`src/rtl/vta_load_ctrl.sv`:
```
// VTA load-stage sequencer: decodes load instructions, handles dependency tokens
// and starts the input/weight tensor-load engines. Optional perf counters: VTA_LOAD_CTRL_PERF_EN.
module vta_load_ctrl #(
  parameter int unsigned INST_W    = 128,
  parameter int unsigned XSIZE_LSB = 80
`ifdef VTA_LOAD_CTRL_PERF_EN
  ,
  parameter int unsigned PERF_W    = 32
`endif
) (
  input  logic              clock,
  input  logic              reset_n,
  input  logic              inst_valid,
  output logic              inst_ready,
  input  logic [INST_W-1:0] inst,
  output logic [INST_W-1:0] inst_q,
  input  logic              tok_in_valid,
  output logic              tok_in_ready,
  output logic              tok_out_valid,
  input  logic              tok_out_ready,
  output logic              inp_start,
  input  logic              inp_done,
  output logic              wgt_start,
  input  logic              wgt_done,
  output logic              busy,
  output logic              err_illegal
`ifdef VTA_LOAD_CTRL_PERF_EN
  ,
  input  logic              perf_clr,
  output logic [PERF_W-1:0] perf_inp_cnt,
  output logic [PERF_W-1:0] perf_wgt_cnt,
  output logic [PERF_W-1:0] perf_stall_cnt
`endif
);

  typedef enum logic [2:0] {S_IDLE, S_POP, S_EXEC, S_WAIT, S_PUSH} state_e;
  typedef enum logic [1:0] {K_ILL, K_INP, K_WGT, K_SYNC} kind_e;

  // Classify an instruction word into input / weight / sync / illegal.
  function automatic kind_e decode(input logic [INST_W-1:0] v);
    logic [2:0] op;
    logic [2:0] mem_id;
    logic       xsize_zero;
    kind_e      k;
    op         = v[2:0];
    mem_id     = v[9:7];
    xsize_zero = (v[XSIZE_LSB +: 16] == 16'd0);
    k          = K_ILL;
    if (op == 3'd0) begin
      if (mem_id == 3'b010)      k = xsize_zero ? K_SYNC : K_INP;
      else if (mem_id == 3'b001) k = xsize_zero ? K_SYNC : K_WGT;
    end
    return k;
  endfunction

  state_e              state_q, state_d;
  logic [INST_W-1:0]   inst_d;
  logic                inst_ready_q, inst_ready_d;
  logic                tok_in_ready_q, tok_in_ready_d;
  logic                tok_out_valid_q, tok_out_valid_d;
  logic                inp_start_q, inp_start_d;
  logic                wgt_start_q, wgt_start_d;
  logic                busy_q, busy_d;
  logic                err_illegal_q, err_illegal_d;
  kind_e               kind_cur, kind_nxt;
  logic                push_cur;

  // Next state plus registered outputs derived from the next state.
  always_comb begin
    state_d       = state_q;
    inst_d        = inst_q;
    err_illegal_d = err_illegal_q;
    kind_cur      = decode(inst_q);
    push_cur      = inst_q[6];

    case (state_q)
      S_IDLE: begin
        if (inst_ready_q && inst_valid) begin
          inst_d  = inst;
          state_d = inst[4] ? S_POP : S_EXEC;
        end
      end
      S_POP: begin
        if (tok_in_valid) state_d = S_EXEC;
      end
      S_EXEC: begin
        if (kind_cur == K_INP || kind_cur == K_WGT) begin
          state_d = S_WAIT;
        end else begin
          state_d = push_cur ? S_PUSH : S_IDLE;
          if (kind_cur == K_ILL) err_illegal_d = 1'b1;
        end
      end
      S_WAIT: begin
        // Only the selected engine's done is honoured.
        if ((kind_cur == K_INP && inp_done) || (kind_cur == K_WGT && wgt_done))
          state_d = push_cur ? S_PUSH : S_IDLE;
      end
      S_PUSH: begin
        if (tok_out_ready) state_d = S_IDLE;
      end
      default: state_d = S_IDLE;
    endcase

    kind_nxt        = decode(inst_d);
    inst_ready_d    = (state_d == S_IDLE);
    tok_in_ready_d  = (state_d == S_POP);
    tok_out_valid_d = (state_d == S_PUSH);
    busy_d          = (state_d != S_IDLE);
    inp_start_d     = (state_d == S_EXEC) && (kind_nxt == K_INP);
    wgt_start_d     = (state_d == S_EXEC) && (kind_nxt == K_WGT);
  end

  always_ff @(posedge clock or negedge reset_n) begin
    if (!reset_n) begin
      state_q         <= S_IDLE;
      inst_q          <= '0;
      inst_ready_q    <= 1'b0;
      tok_in_ready_q  <= 1'b0;
      tok_out_valid_q <= 1'b0;
      inp_start_q     <= 1'b0;
      wgt_start_q     <= 1'b0;
      busy_q          <= 1'b0;
      err_illegal_q   <= 1'b0;
    end else begin
      state_q         <= state_d;
      inst_q          <= inst_d;
      inst_ready_q    <= inst_ready_d;
      tok_in_ready_q  <= tok_in_ready_d;
      tok_out_valid_q <= tok_out_valid_d;
      inp_start_q     <= inp_start_d;
      wgt_start_q     <= wgt_start_d;
      busy_q          <= busy_d;
      err_illegal_q   <= err_illegal_d;
    end
  end

  assign inst_ready    = inst_ready_q;
  assign tok_in_ready  = tok_in_ready_q;
  assign tok_out_valid = tok_out_valid_q;
  assign inp_start     = inp_start_q;
  assign wgt_start     = wgt_start_q;
  assign busy          = busy_q;
  assign err_illegal   = err_illegal_q;

`ifdef VTA_LOAD_CTRL_PERF_EN
  logic [PERF_W-1:0] perf_inp_q, perf_inp_d;
  logic [PERF_W-1:0] perf_wgt_q, perf_wgt_d;
  logic [PERF_W-1:0] perf_stall_q, perf_stall_d;

  // Wrapping event counters; clear wins over increment.
  always_comb begin
    perf_inp_d   = perf_inp_q + PERF_W'(inp_start_q);
    perf_wgt_d   = perf_wgt_q + PERF_W'(wgt_start_q);
    perf_stall_d = perf_stall_q + PERF_W'((state_q == S_POP) && !tok_in_valid);
    if (perf_clr) begin
      perf_inp_d   = '0;
      perf_wgt_d   = '0;
      perf_stall_d = '0;
    end
  end

  always_ff @(posedge clock or negedge reset_n) begin
    if (!reset_n) begin
      perf_inp_q   <= '0;
      perf_wgt_q   <= '0;
      perf_stall_q <= '0;
    end else begin
      perf_inp_q   <= perf_inp_d;
      perf_wgt_q   <= perf_wgt_d;
      perf_stall_q <= perf_stall_d;
    end
  end

  assign perf_inp_cnt   = perf_inp_q;
  assign perf_wgt_cnt   = perf_wgt_q;
  assign perf_stall_cnt = perf_stall_q;
`else
  // Default build: no performance counters.
`endif

endmodule

```
`config.mk`:
```
export PLATFORM = sky130hd
export DESIGN_NAME = vta_load_ctrl
export DESIGN_NICKNAME = d
export VERILOG_FILES = /design/src/rtl/vta_load_ctrl.sv
export SDC_FILE = /design/constraint.sdc
export NUM_CORES = 1
export LEC_CHECK = 0
export ABC_AREA = 1
export BUFFER_PORTS_ARGS = -buffer_cell sky130_fd_sc_hd__buf_2
export CORE_MARGIN = 4
export CORE_UTILIZATION = 47
export CTS_CLUSTER_DIAMETER = 120
export DETAILED_ROUTE_END_ITERATION = 16
export GPL_TIMING_DRIVEN = 1
export PLACE_DENSITY = 0.79
export SLEW_MARGIN = 20
export SYNTH_ARGS = -nofsm -noshare
export SYNTH_HDL_FRONTEND = slang
export SYNTH_SLANG_ARGS = --single-unit
```
`constraint.sdc`:
```
create_clock -name clock -period 2.3 [get_ports clock]
set_input_delay 0.46 -clock clock [delete_from_list [all_inputs] [get_ports clock]]
set_output_delay 0.46 -clock clock [all_outputs]
set_load 0.02 [all_outputs]
```
---- Yosys cells after proc, flatten, opt, wreduce, memory -nomap -nowiden ----
Index checks and enable logic that the tools add are counted.
word-level totals
  bits in registers ....................... 138
  input port bits ......................... 135
  word-level logic and storage cells ...... 63
  output and inout port bits .............. 135
cells by class
  bitwise logic cells ..................... 1
  reductions and logical operators ........ 17
  multiplexer cells ....................... 20
  eq/ne operators ......................... 15
operators by type and width
  kind                                                 number
  two-way mux 96 bit                                   2
  zero test 16 bit                                     2
  two-way mux 2 bit                                    9
  two-way mux 3 bit                                    6
  equality test 3 x 2 -> 1 bit, second input constant  5
  case mux 3 bit (5 select lines)                      1
  equality test 3 x 1 -> 1 bit, second input constant  4
  zero test 3 bit                                      4
  equality test 3 bit, second input constant           2
  logical AND 1 bit                                    5
  equality test 2 x 1 -> 1 bit, second input constant  2
  equality test 2 bit, second input constant           2
  AND reduction 3 bit                                  1
  nonzero test 3 bit                                   1
  zero test 2 bit                                      1
  logical OR 1 bit                                     2
  two-way mux 1 bit                                    2
  AND reduction 2 bit                                  1
  NOT 1 bit                                            1

---- Depth between registers and ports, before layout ----
  depth after elaboration ................. 12
  depth in mapped cells ................... 17
  gate-level depth less buffers ........... 17

---- Worst setup path after synthesis ----
OpenSTA, ideal clock, no wires.
  kind .................................... register to register
  start point ............................. register inst_q[8]
  end point ............................... register inp_start_q, in the netlist inp_start
  clock period less this slack ............ 2.176 ns
  library setup time ...................... 0.072 ns
  required time ........................... 2.228 ns
  cell stages (with the launch flop) ...... 16
  data arrival time ....................... 2.105 ns
  slack ................................... 0.124 ns
  path buffers ............................ 0
  cell sequence ........................... dfrtp_1 > inv_1 > nor3_1 > inv_1 > nand2_1 > nand2_1 > a21oi_1 > inv_1 > ha_1 > inv_1 > nor2_1 > nor2_1 > nand3_1 > nor2_1 > nand4_1 > nor2_1
between the ends
  cells in the longest elaborated chain, start to end .. 11
  elaborated cells on any way between the ends .. 24
  classes of those cells .................. eq/ne (8); mux (11); reduce/logical (5)
ends and longest elaborated chain
  item                                                                        RTL line  RTL
  from (decl)                                                                 16        output logic [INST_W-1:0] inst_q,
  from (signal assigned)                                                      127       inst_q <= inst_d;
  equality test 3 x 1 -> 1 bit                                                51        else if (mem_id == 3'b001) k = xsize_zero ? K_SYNC : K_WGT;
  two-way mux 2 bit                                                           51
  two-way mux 2 bit (*)                                                       50        if (mem_id == 3'b010) k = xsize_zero ? K_SYNC : K_INP;
  two-way mux 2 bit (*)                                                       49        if (op == 3'd0) begin
  equality test 2 x 1 -> 1 bit / equality test 2 bit (equally long branches)  87, 96
  logical AND 1 bit                                                           96        if ((kind_cur == K_INP && inp_done) || (kind_cur == K_WGT && wgt_done))
  logical OR 1 bit                                                            96
  two-way mux 3 bit                                                           96
  case mux 3 bit (5 select lines) (*)                                         76        case (state_q)
  named net state_d[0]                                                        56        state_e state_q, state_d;
  equality test 3 x 2 -> 1 bit (*)                                            110       inp_start_d = (state_d == S_EXEC) && (kind_nxt == K_INP);
  logical AND 1 bit (*)                                                       110
  named net inp_start_d                                                       61        logic inp_start_q, inp_start_d;
  to (signal assigned)                                                        131       inp_start_q <= inp_start_d;
  to (decl)                                                                   61
The timed path passes the listed nets; every way through them passes the cells marked *.
A chain may end at the register's enable or synchronous reset.

---- Worst setup path in the final report ----
  start point ............................. register inst_q[80]
  end point ............................... register busy_q, in the netlist busy
between the ends
  cells in the longest elaborated chain, start to end .. 11
  elaborated cells on any way between the ends .. 16
  classes of those cells .................. eq/ne (2); mux (8); reduce/logical (6)
ends and longest elaborated chain
  item                                                                        RTL line  RTL
  zero test 16 bit (*)                                                        47        xsize_zero = (v[XSIZE_LSB +: 16] == 16'd0);
  two-way mux 1 bit                                                           51
  two-way mux 2 bit                                                           51
  two-way mux 2 bit (*)                                                       50
  two-way mux 2 bit (*)                                                       49
  equality test 2 x 1 -> 1 bit / equality test 2 bit (equally long branches)  87, 96
  logical AND 1 bit                                                           96
  logical OR 1 bit                                                            96
  two-way mux 3 bit                                                           96
  case mux 3 bit (5 select lines) (*)                                         76
  named net state_d[2]                                                        56
  nonzero test 3 bit (*)                                                      109       busy_d = (state_d != S_IDLE);
  named net busy_d                                                            63        logic busy_q, busy_d;
  to (signal assigned)                                                        133       busy_q <= busy_d;
  to (decl)                                                                   63
Marked as above.

==> impl_results.md <==
- CTS Sinks: 138
- Fin crit period: 2360 ps
- YS warnings: 0
- Synth area leader: dfrtp_1
- Critical Path AT: 2670 ps
- Total length of routed wires: 16000 um
- Synth cell count leaders: 401 x nand2_1, 138 x dfrtp_1, 66 x inv_1
- Fin. max-slew vios: 0
- Ranking of synthesized cells by area: dfrtp_1 60%, nand2_1 26%, inv_1 4.3%, nand4_1 1.5%, buf_2 1.3%
- Final ANT Viol Nets: 0
- #FFs+latches synth: 138
- Mapped Area: 5760 um^2
- RSZ-0062 raised after global routing: yes
- Final period util: 1.03
- DR WL/cell: 14.0 um
- CTS tree: yes
- Gr usage total: 0.229
- Worst Hold Depth: 3
- Avg Vias per Cell: 4.70
- ANT cells: 0
- Syn_nets: 837
- Fraction of layout cells with a size suffix above 1: 0.357
- R2R setup slack: -60 ps
- Hold Fails Final Rpt: 0
- Post-Syn Instances: 699
- Synth cell types: 28
- Leakage: 5.00 nW
- Mapped Avg Cell Area: 8.24 um^2
- Num ports: 270
- Fmax: 423 MHz
- Final worst slack: -65.0 ps
- Worst Tran Pin Value: 477 ps
- Crit Reg-Reg Startpoint: inst_q[80]
- Placer Congestion: 0.834
- Reg2Reg Capture Point: busy
- HP Class: input pin to flip-flop
- Hold Crit Start: inst[123]
- Clk buf depth: 2
- Worst Skew: 12.2 ps
- CP endpoint kind: flip-flop
- DP Wirelength: 11700 um
- Initial Util: 0.479
- Root Driver: clkbuf_16
- Initial DRC count: 315
- Post-synth top area share: 0.600
- Die Span Y: 119 um
- Total Power: 0.00523 W
- Outcome: finished, violations left
- Die width: 119 um
- CTS clk-pin slew, worst paths: 60 ps
- VDD IR max: 0.486 mV
- CTS Buf Count: 17
- Maxcap violations: 0
- R2r worst-path depth: 13
- Full die area: 14100 um^2
- Vias in the first global route: 5294
- Setup CP Type: flip-flop to flip-flop
- Gr ovfl total: 0
- Register area share after synthesis: 0.600
- CP required: 2610 ps
- Worst skew pair latency: 420 ps
- First-pass GRT wire length: 25700 um
- Pwr dens: 647 nW/um^2
- Nets@finish: 1123
- Slew headroom: 0.682
- DP Area: 7350 um^2
- Startpoint types: flip-flop
- EDFF count, synth: 0
- Post-layout util: 0.673
- Row Count: 40
- Failing checks: setup timing
- Fill count: 1000
- Antenna violations before repair: 0
- Via Count: 5383
- Fraction of registers with async set/reset: 1.00
- Main flop type after synthesis: dfrtp_1
- CP Max Fanout: 3
- Layout area overhead: 40.3%
- H-tree levels: 4
- Post-route cell area: 8080 um^2
- DRT Pass-1 Iters: 4
- IO Port Bufs: 269
- Pin count of the biggest net entering global routing: 52
- WHS Endpoint: inst_q[123]
- Post-route DRC: 0
- # setup viols final: 3
- Most frequent cell after synthesis: nand2_1
- Core Area: 12000 um^2
-- worst max-delay path, stage by stage (launching register included) --
cell,delay [ps]
dfrtp_1,390
nor4_2,300
nand4_1,230
a21oi_2,250
inv_2,80
ha_4,260
inv_2,40
nand4_1,120
nand2_1,70
nand2_1,80
nand2_2,90
o21a_1,150
nor3_2,150
inv_1,60
-- cell families (layout without fill, tap and decap cells) --
family / Yosys count / after routing / synth area share
DFF: 138 / 138 / 0.600
adders and majority gates: 3 / 3 / 0.00652
AOI/OAI and AO/OA: 9 / 9 / 0.00935
and+or+nand+nor: 452 / 452 / 0.314
buffers and inverters: 97 / 396 / 0.0698
-- area by class of cell --
type,instances,area [um^2],area share
Clock buffer,18,429,0.0531
Clock inverter,14,149,0.0184
Inverter,68,255,0.0316
Multi-Input combinational cell,464,2010,0.249
Sequential cell,138,3450,0.427
Tap cell,147,184,0.0228
Timing Repair Buffer,296,1600,0.198
-- through the flow --
step	setup TNS [ps]	hold WS, ps	setup slack, ps	std cells
after floorplan	0	164	124	699
after global placement	-108	438	-40.4	1107
after detailed placement	-588	436	-155	1107
after CTS	-106	211	-33.1	1142
after global routing	-709	219	-187	1145
final	-79.6	232	-65.0	1145
-- worst max-delay path by stage --
stage,startpoint,endpoint,slack (ps),cells past startpoint
final,inst_q[80],busy,-60,13
after global routing,inst_q[84],busy,-190,13
after CTS,inst_q[84],busy,-30,13
after detailed placement,inst_q[88],inp_start,-160,12
after global placement,inst_q[80],inp_start,-40,12
after floorplan,inst_q[8],inp_start,120,15
-- state kept, by name, indices dropped and copies added, names as in the netlist --
signal and count:
inp_start 1, inst_q 128, err_illegal 1, state_q 3
inst_ready 1, tok_in_ready 1, tok_out_valid 1, wgt_start 1
busy 1
-- cell usage in the layout (no fill, tap or decap), drive strengths merged --
master and count:
bufinv 2, nor3 4, dfrtp 138, clkinvlp 4
dlygate4sd3 1, clkbuf 18, o21bai 1, clkinv 7
o21a 2, a21oi 2, inv 69, buf 295
nand3 8, nor2 18, nor4 4, o21ai 3
nand4 14, nand2 404, a31oi 1, ha 3
-- per-layer routing --
layer  wire, um  track usage  vias up  part of all wire
li1           -            -     2666                 -
met1       6630        0.284     2471              0.41
met2       7810        0.377      229              0.49
met3       1380       0.0775       17             0.086
met4        225       0.0789        0             0.014
met5          0            0        -                 0
-- where the power goes --
| group | internal [W] | switching [W] |
|---|---|---|
| Clock | 0.00160 | 0.00103 |
| Combinational | 0.0000899 | 0.0000867 |
| Sequential | 0.00243 | 0 |
| Total | 0.00411 | 0.00112 |
-- timing repair --
item	4_1_cts	5_1_grt
pin swaps	4	6
resized for setup	13	10
setup endpoints to repair	6	8
endpoints found under the hold margin	44	0
buffers inserted	2	3
hold buffers	1	0
No activity file was read; power rests on OpenSTA's default activity.
